[src/rtl/hls_test_runner.sv]
`default_nettype none
// =====================================================================
// Module : hls_test_runner
// Drives N method cores one at a time over req/busy/return, applying a
// start delay and ack/run timeouts, and aggregates pass/fail.
// Rev    : 1.0  initial release
// =====================================================================
module hls_test_runner #(
  parameter int N_TESTS     = 4,
  parameter int START_DELAY = 100,
  parameter int ACK_TIMEOUT = 16,
  parameter int RUN_TIMEOUT = 10000,
  parameter int CW          = 32
) (
  input  logic               clk,
  input  logic               reset,
  input  logic               start,
  output logic [N_TESTS-1:0] test_req,
  input  logic [N_TESTS-1:0] test_busy,
  input  logic [N_TESTS-1:0] test_return,
  output logic               done,
  output logic               pass,
  output logic [N_TESTS-1:0] fail_mask,
  output logic [N_TESTS-1:0] timeout_mask,
  output logic [4:0]         cur_index,
  output logic [CW-1:0]      last_cycles
);

  typedef enum logic [2:0] {
    S_IDLE  = 3'd0,
    S_DELAY = 3'd1,
    S_REQ   = 3'd2,
    S_RUN   = 3'd3,
    S_CHECK = 3'd4,
    S_NEXT  = 3'd5,
    S_DONE  = 3'd6
  } state_t;

  localparam logic [CW-1:0]      C_START_DELAY = CW'(START_DELAY);
  localparam logic [CW-1:0]      C_ACK_LIMIT   = CW'(ACK_TIMEOUT - 1);
  localparam logic [CW-1:0]      C_RUN_TIMEOUT = CW'(RUN_TIMEOUT);
  localparam logic [CW-1:0]      C_CW_ONE      = CW'(1);
  localparam logic [4:0]         C_LAST_IDX    = 5'(N_TESTS - 1);
  localparam logic [N_TESTS-1:0] C_ONE         = N_TESTS'(1);

  state_t             r_state, w_state_nxt;
  logic [CW-1:0]      r_cnt, w_cnt_nxt;
  logic [4:0]         r_idx, w_idx_nxt;
  logic [N_TESTS-1:0] r_req, w_req_nxt;
  logic [N_TESTS-1:0] r_fail, w_fail_nxt;
  logic [N_TESTS-1:0] r_tmo, w_tmo_nxt;
  logic [CW-1:0]      r_last, w_last_nxt;
  logic               r_done, w_done_nxt;
  logic               r_pass, w_pass_nxt;

  logic [N_TESTS-1:0] w_sel;
  logic               w_busy_sel;
  logic               w_ret_sel;
  logic [CW-1:0]      w_last_inc;

  // Only the selected core's busy/return bits are ever observed.
  assign w_sel      = C_ONE << r_idx;
  assign w_busy_sel = |(test_busy & w_sel);
  assign w_ret_sel  = |(test_return & w_sel);
  assign w_last_inc = (&r_last) ? r_last : r_last + C_CW_ONE;

  always_comb begin
    w_state_nxt = r_state;
    w_cnt_nxt   = r_cnt;
    w_idx_nxt   = r_idx;
    w_fail_nxt  = r_fail;
    w_tmo_nxt   = r_tmo;
    w_last_nxt  = r_last;
    w_done_nxt  = r_done;
    w_pass_nxt  = r_pass;
    case (r_state)
      S_IDLE, S_DONE: begin
        if (start) begin
          w_state_nxt = S_DELAY;
          w_cnt_nxt   = C_START_DELAY;
          w_idx_nxt   = '0;
          w_fail_nxt  = '0;
          w_tmo_nxt   = '0;
          w_last_nxt  = '0;
          w_done_nxt  = 1'b0;
          w_pass_nxt  = 1'b0;
        end
      end
      S_DELAY: begin
        // Counter leaves DELAY at zero, ready to time the acknowledge.
        if (r_cnt == '0) begin
          w_state_nxt = S_REQ;
          w_last_nxt  = '0;
        end else begin
          w_cnt_nxt = r_cnt - C_CW_ONE;
        end
      end
      S_REQ: begin
        if (w_busy_sel) begin
          w_state_nxt = S_RUN;
          w_last_nxt  = C_CW_ONE;
        end else if (r_cnt == C_ACK_LIMIT) begin
          w_tmo_nxt   = r_tmo | w_sel;
          w_state_nxt = S_NEXT;
        end else begin
          w_cnt_nxt = r_cnt + C_CW_ONE;
        end
      end
      S_RUN: begin
        if (!w_busy_sel) begin
          w_state_nxt = S_CHECK;
        end else begin
          w_last_nxt = w_last_inc;
          if (w_last_inc >= C_RUN_TIMEOUT) begin
            w_tmo_nxt   = r_tmo | w_sel;
            w_state_nxt = S_NEXT;
          end
        end
      end
      S_CHECK: begin
        if (!w_ret_sel) w_fail_nxt = r_fail | w_sel;
        w_state_nxt = S_NEXT;
      end
      S_NEXT: begin
        if (r_idx == C_LAST_IDX) begin
          w_state_nxt = S_DONE;
          w_done_nxt  = 1'b1;
          w_pass_nxt  = (r_fail == '0) && (r_tmo == '0);
        end else begin
          w_idx_nxt   = r_idx + 5'd1;
          w_cnt_nxt   = '0;
          w_state_nxt = S_DELAY;
        end
      end
      default: w_state_nxt = S_IDLE;
    endcase
  end

  assign w_req_nxt = (w_state_nxt == S_REQ) ? (C_ONE << w_idx_nxt) : '0;

  always_ff @(posedge clk or negedge reset) begin
    if (!reset) begin
      r_state <= S_IDLE;
      r_cnt   <= '0;
      r_idx   <= '0;
      r_req   <= '0;
      r_fail  <= '0;
      r_tmo   <= '0;
      r_last  <= '0;
      r_done  <= 1'b0;
      r_pass  <= 1'b0;
    end else begin
      r_state <= w_state_nxt;
      r_cnt   <= w_cnt_nxt;
      r_idx   <= w_idx_nxt;
      r_req   <= w_req_nxt;
      r_fail  <= w_fail_nxt;
      r_tmo   <= w_tmo_nxt;
      r_last  <= w_last_nxt;
      r_done  <= w_done_nxt;
      r_pass  <= w_pass_nxt;
    end
  end

  assign test_req     = r_req;
  assign done         = r_done;
  assign pass         = r_pass;
  assign fail_mask    = r_fail;
  assign timeout_mask = r_tmo;
  assign cur_index    = r_idx;
  assign last_cycles  = r_last;

endmodule
`default_nettype wire
[config.mk]
export PLATFORM = sky130hd
export DESIGN_NAME = hls_test_runner
export DESIGN_NICKNAME = d
export VERILOG_FILES = /design/src/rtl/hls_test_runner.sv
export SDC_FILE = /design/constraint.sdc
export NUM_CORES = 1
export LEC_CHECK = 0
export ABC_AREA = 1
export BUFFER_PORTS_ARGS = -buffer_cell sky130_fd_sc_hd__buf_2
export CORE_ASPECT_RATIO = 0.75
export CORE_UTILIZATION = 55
export DETAILED_ROUTE_END_ITERATION = 8
export HOLD_SLACK_MARGIN = 0.12
export PLACE_DENSITY = 0.78
export RECOVER_POWER = 50
export SYNTH_ARGS = -nofsm -noshare
export SYNTH_HDL_FRONTEND = slang
export SYNTH_SLANG_ARGS = --single-unit
[constraint.sdc]
create_clock -name clk -period 3.1 [get_ports clk]
set_clock_uncertainty 0.05 [all_clocks]
set_input_delay 0.155 -clock clk [delete_from_list [all_inputs] [get_ports clk]]
set_output_delay 0.155 -clock clk [all_outputs]
set_load 0.05 [all_outputs]
==> qor.txt <==
=================================================================================================
Reg-to-reg endpoint                                                                     r_cnt[31]
Gate count of the mapped netlist                                                             1018
Cell type with the highest aggregate area in the netlist                                  dfrtp_1
Fill cells                                                                                   1039
Via count of the routed design                                                               7032
Post-DR wirelength/cell                                                                   15.1 µm
Vias per std cell                                                                            5.58
Run status                                                                           complete, but fails checks
Routability Congestion                                                                      0.976
Die outline width                                                                          129 µm
EDFF count, synth                                                                               0
Unrepaired setup endpoints after global routing                                               yes
Fraction of the cycle the final worst path needs                                            97.9%
Total Die Area                                                                          12600 µm²
Worst-case vdd ir drop                                                                   0.410 mV
Total number of H-tree levels                                                                   3
Non-Filler Cell Area, Final                                                              7820 µm²
Source of the worst hold timing path                                                        start
Biggest cell delay along the critical path                                                0.38 ns
Buffers and inverters on the worst path                                                         5
Commonest non-fill, non-tap cells in the layout                                      nand2_1, inv_1, nor2_1
Endpoint, Worst Hold                                                                 fail_mask[1]
Tightest Hold Check Type                                                                   in2reg
Clock tree root buffer cell                                                             clkbuf_16
P_leak                                                                                 0.00373 µW
Most prevalent standard cell on the critical path                                         nand3_1
Number of distinct library cell variants in the gate-level netlist after synthesis             44
Synth-to-layout area growth                                                                 17.4%
Pin count of the biggest net entering global routing                                           87
Worst-Skew Late Latency                                                                   0.35 ns
Achievable frequency                                                                      329 MHz
Fraction of layout cells with a size suffix above 1                                         11.4%
Number of remaining DRC errors                                                                  0
Io pins                                                                                        62
Async SR Flop Fraction                                                                       100%
Row count                                                                                      34
Critical path required time                                                               3.26 ns
Detailed-placement wirelength estimate                                                   14500 µm
FF/Latch Area                                                                            2150 µm²
Worst reg-to-reg setup slack                                                              0.06 ns
Floorplan core area                                                                     11700 µm²
Antenna violations before repair                                                                0
Syn nets                                                                                     1062
First drt pass iteration count                                                                  6
Number of DRC markers in iteration 0                                                          988
Critical R2R Launch                                                                    r_state[1]
Sequential-to-total area share from yosys stat                                              32.3%
Sink count of the clock tree                                                                   86
Wire length of the first global-routing pass                                             31100 µm
Switching power summed over all nets                                                      2990 µW
Hold Path Depth                                                                                 3
Sequential power share                                                                      26.5%
Power Internal                                                                            3420 µW
Cell chain of the critical path                                                      inv_1, nor2_2, inv_1, nor2_4, clkinvlp_4, buf_6, ha_1, nand2_1, nor4_1, buf_4, nand3_1, nand3_1, nand2_1, nand3_1, a21oi_1, o21ai_0, o21ai_0
Startpoint Class                                                                             flop
Main flop type after synthesis                                                            dfrtp_1
Worst-case reg-to-reg path depth                                                               17
Switching power as a share of total power                                                   46.7%
Portion of synthesized cell area occupied by the leading cell type                          32.3%
Clock tree from TritonCTS                                                                     yes
Total area of multi-input combinational cells                                            4180 µm²
GRT Resource Usage Total                                                                    31.6%
Total negative slack                                                                         0 ns
Cell area after technology mapping                                                       6660 µm²
Post-route minimum period                                                                 3.04 ns
Biggest area contributors in the synthesized netlist                                 dfrtp_1, nand2_1, inv_1
Highest-delay cell along the critical path                                                dfrtp_1
Cell class contributing the biggest share of worst-path delay                        simple AND/OR/NAND/NOR gates
Flip-flop and latch count after synthesis                                                      86
Leading cell type in the layout, fill and taps excluded                                   nand2_1
Nature of the critical path endpoint                                                         flop
Comb power frac                                                                             57.1%
Number of setup violations in the final report                                                  0
Max_slew headroom                                                                          -42.7%
Final wirelength                                                                         19100 µm
Proportion of power drawn by the clock network                                              16.4%
Max cap viols                                                                                   1
Kind of critical path                                                                     reg2reg
Die span in y                                                                             97.3 µm
Number of buffers created by CTS                                                                9
Layout Nets                                                                                  1140
Total congestion overflow                                                                       0
Pins over their slew limit                                                                     87
Placed cell area                                                                         7420 µm²
Average instance area after synthesis                                                    6.54 µm²
Starting density of the core                                                                56.9%
Maximum fanout along the worst path                                                             9
Maximum clock insertion buffer count                                                            2
Antenna viol nets, final                                                                        0
ANT cells                                                                                       0
Pin slew with the least headroom to its limit                                             2.14 ns
Clock slew at the register clock pins of the worst setup and hold paths                   0.06 ns
Arrival time reported for the critical path endpoint                                      3.20 ns
Hold violation count in the final report                                                        0
Via count of the first global-routing pass                                                   6183
IO buf count                                                                                   61
Pwr/cell area                                                                          820 nW/µm²
Synth warn                                                                                      0
Violations in the final reports                                                      max-capacitance violations, max-slew violations
=================================================================================================
-- state kept, by name, summed over array words and instances, names as in the netlist --
name	cells
r_state	3
cur_index	5
pass	1
fail_mask	4
timeout_mask	4
last_cycles	32
r_cnt	32
done	1
test_req	4
-- per-stage QoR --
step           worst slack, ns  total power (µW)  hold slack (ns)  util, %  instances
2_1_floorplan           -0.171              4190           -0.191        -       1018
3_3_place_gp             0.141              5020            0.181     63.4       1245
3_5_place_dp            0.0564              5090            0.182     63.4       1245
4_1_cts                 0.0355              6150            0.272     65.9       1259
5_1_grt                 -0.120              6900            0.300     66.8       1260
6_report                0.0642              6410            0.291     66.8       1260
-- how the worst max path moves through the flow --
stage / from / end / slack, ns / depth (start not counted)
6_report: r_state[1] / r_cnt[31] / 0.06 / 17
5_1_grt: r_state[1] / r_cnt[27] / -0.12 / 18
4_1_cts: r_state[1] / r_cnt[31] / 0.04 / 17
3_5_place_dp: r_state[1] / r_cnt[31] / 0.06 / 17
3_3_place_gp: r_state[1] / r_cnt[31] / 0.14 / 17
2_1_floorplan: r_state[0] / r_cnt[27] / -0.17 / 17
-- layer usage --
layer | up-vias | part of all wire, % | GRT usage, %
met5 | - | 0 | 0
met1 | 3204 | 50 | 51.0
met4 | 0 | 1.1 | 6.70
li1 | 3485 | - | -
met3 | 18 | 9.6 | 6.28
met2 | 325 | 39 | 42.5
-- synthesized netlist by cell type, types with 2 or more instances --
master	instances
a21oi_1	50
buf_2	6
a31oi_1	5
o31ai_1	2
ha_1	32
o21bai_1	2
a21o_1	5
nor4_1	6
nand4_1	19
nand2_4	2
o22ai_1	29
xnor2_1	7
o21ai_0	78
nor2_1	126
o21ai_1	6
nand3_1	65
o211ai_1	2
a21boi_0	2
inv_1	143
o21a_1	5
xor2_1	13
a32o_1	2
nor3_1	11
nor2_2	4
dfrtp_1	86
clkbuf_1	6
inv_2	2
nand2_2	3
nor2_4	2
nand2_1	283
-- kinds of logic (layout without fill, tap and decap cells) --
logic type	after synthesis	count (layout)	share of synthesized area, %
xor+xnor	20	20	2.63
compound gates	194	194	16.4
fa+ha+maj	33	33	6.31
buf+inv	160	240	9.32
simple gates	525	525	33.1
flops	86	86	32.3
-- power by group through the flow --
stage	registers [µW]	clock network [µW]	logic, µW
global placement	1680	0	3340
global route	1730	1120	4050
floorplan	1790	0	2400
detailed placement	1670	0	3420
CTS	1660	1070	3420
finish	1700	1050	3660
-- timing repair --
action | 4_1_cts | 5_1_grt
resized for setup | 0 | 25
setup buffers | 0 | 1
setup endpoints to repair | 0 | 20
hold endpoints to repair | 86 | 0
hold buffers | 1 | 0
-- worst register-to-register path: cells and delay by family, from the launching register on --
kind	cells	cell delay (ns)
compound gates	3	0.24
fa+ha+maj	1	0.38
buf+inv	5	0.69
flops	1	0.38
simple gates	8	1.16
-- cell type report --
cell class	count	share of cell area, %
Sequential cell	86	27.5
Tap cell	162	2.59
Clock inverter	4	0.656
Clock buffer	9	2.88
Timing Repair Buffer	82	5.80
Inverter	145	7.01
Multi-Input combinational cell	772	53.5
Power figures use the tool's default switching activity.
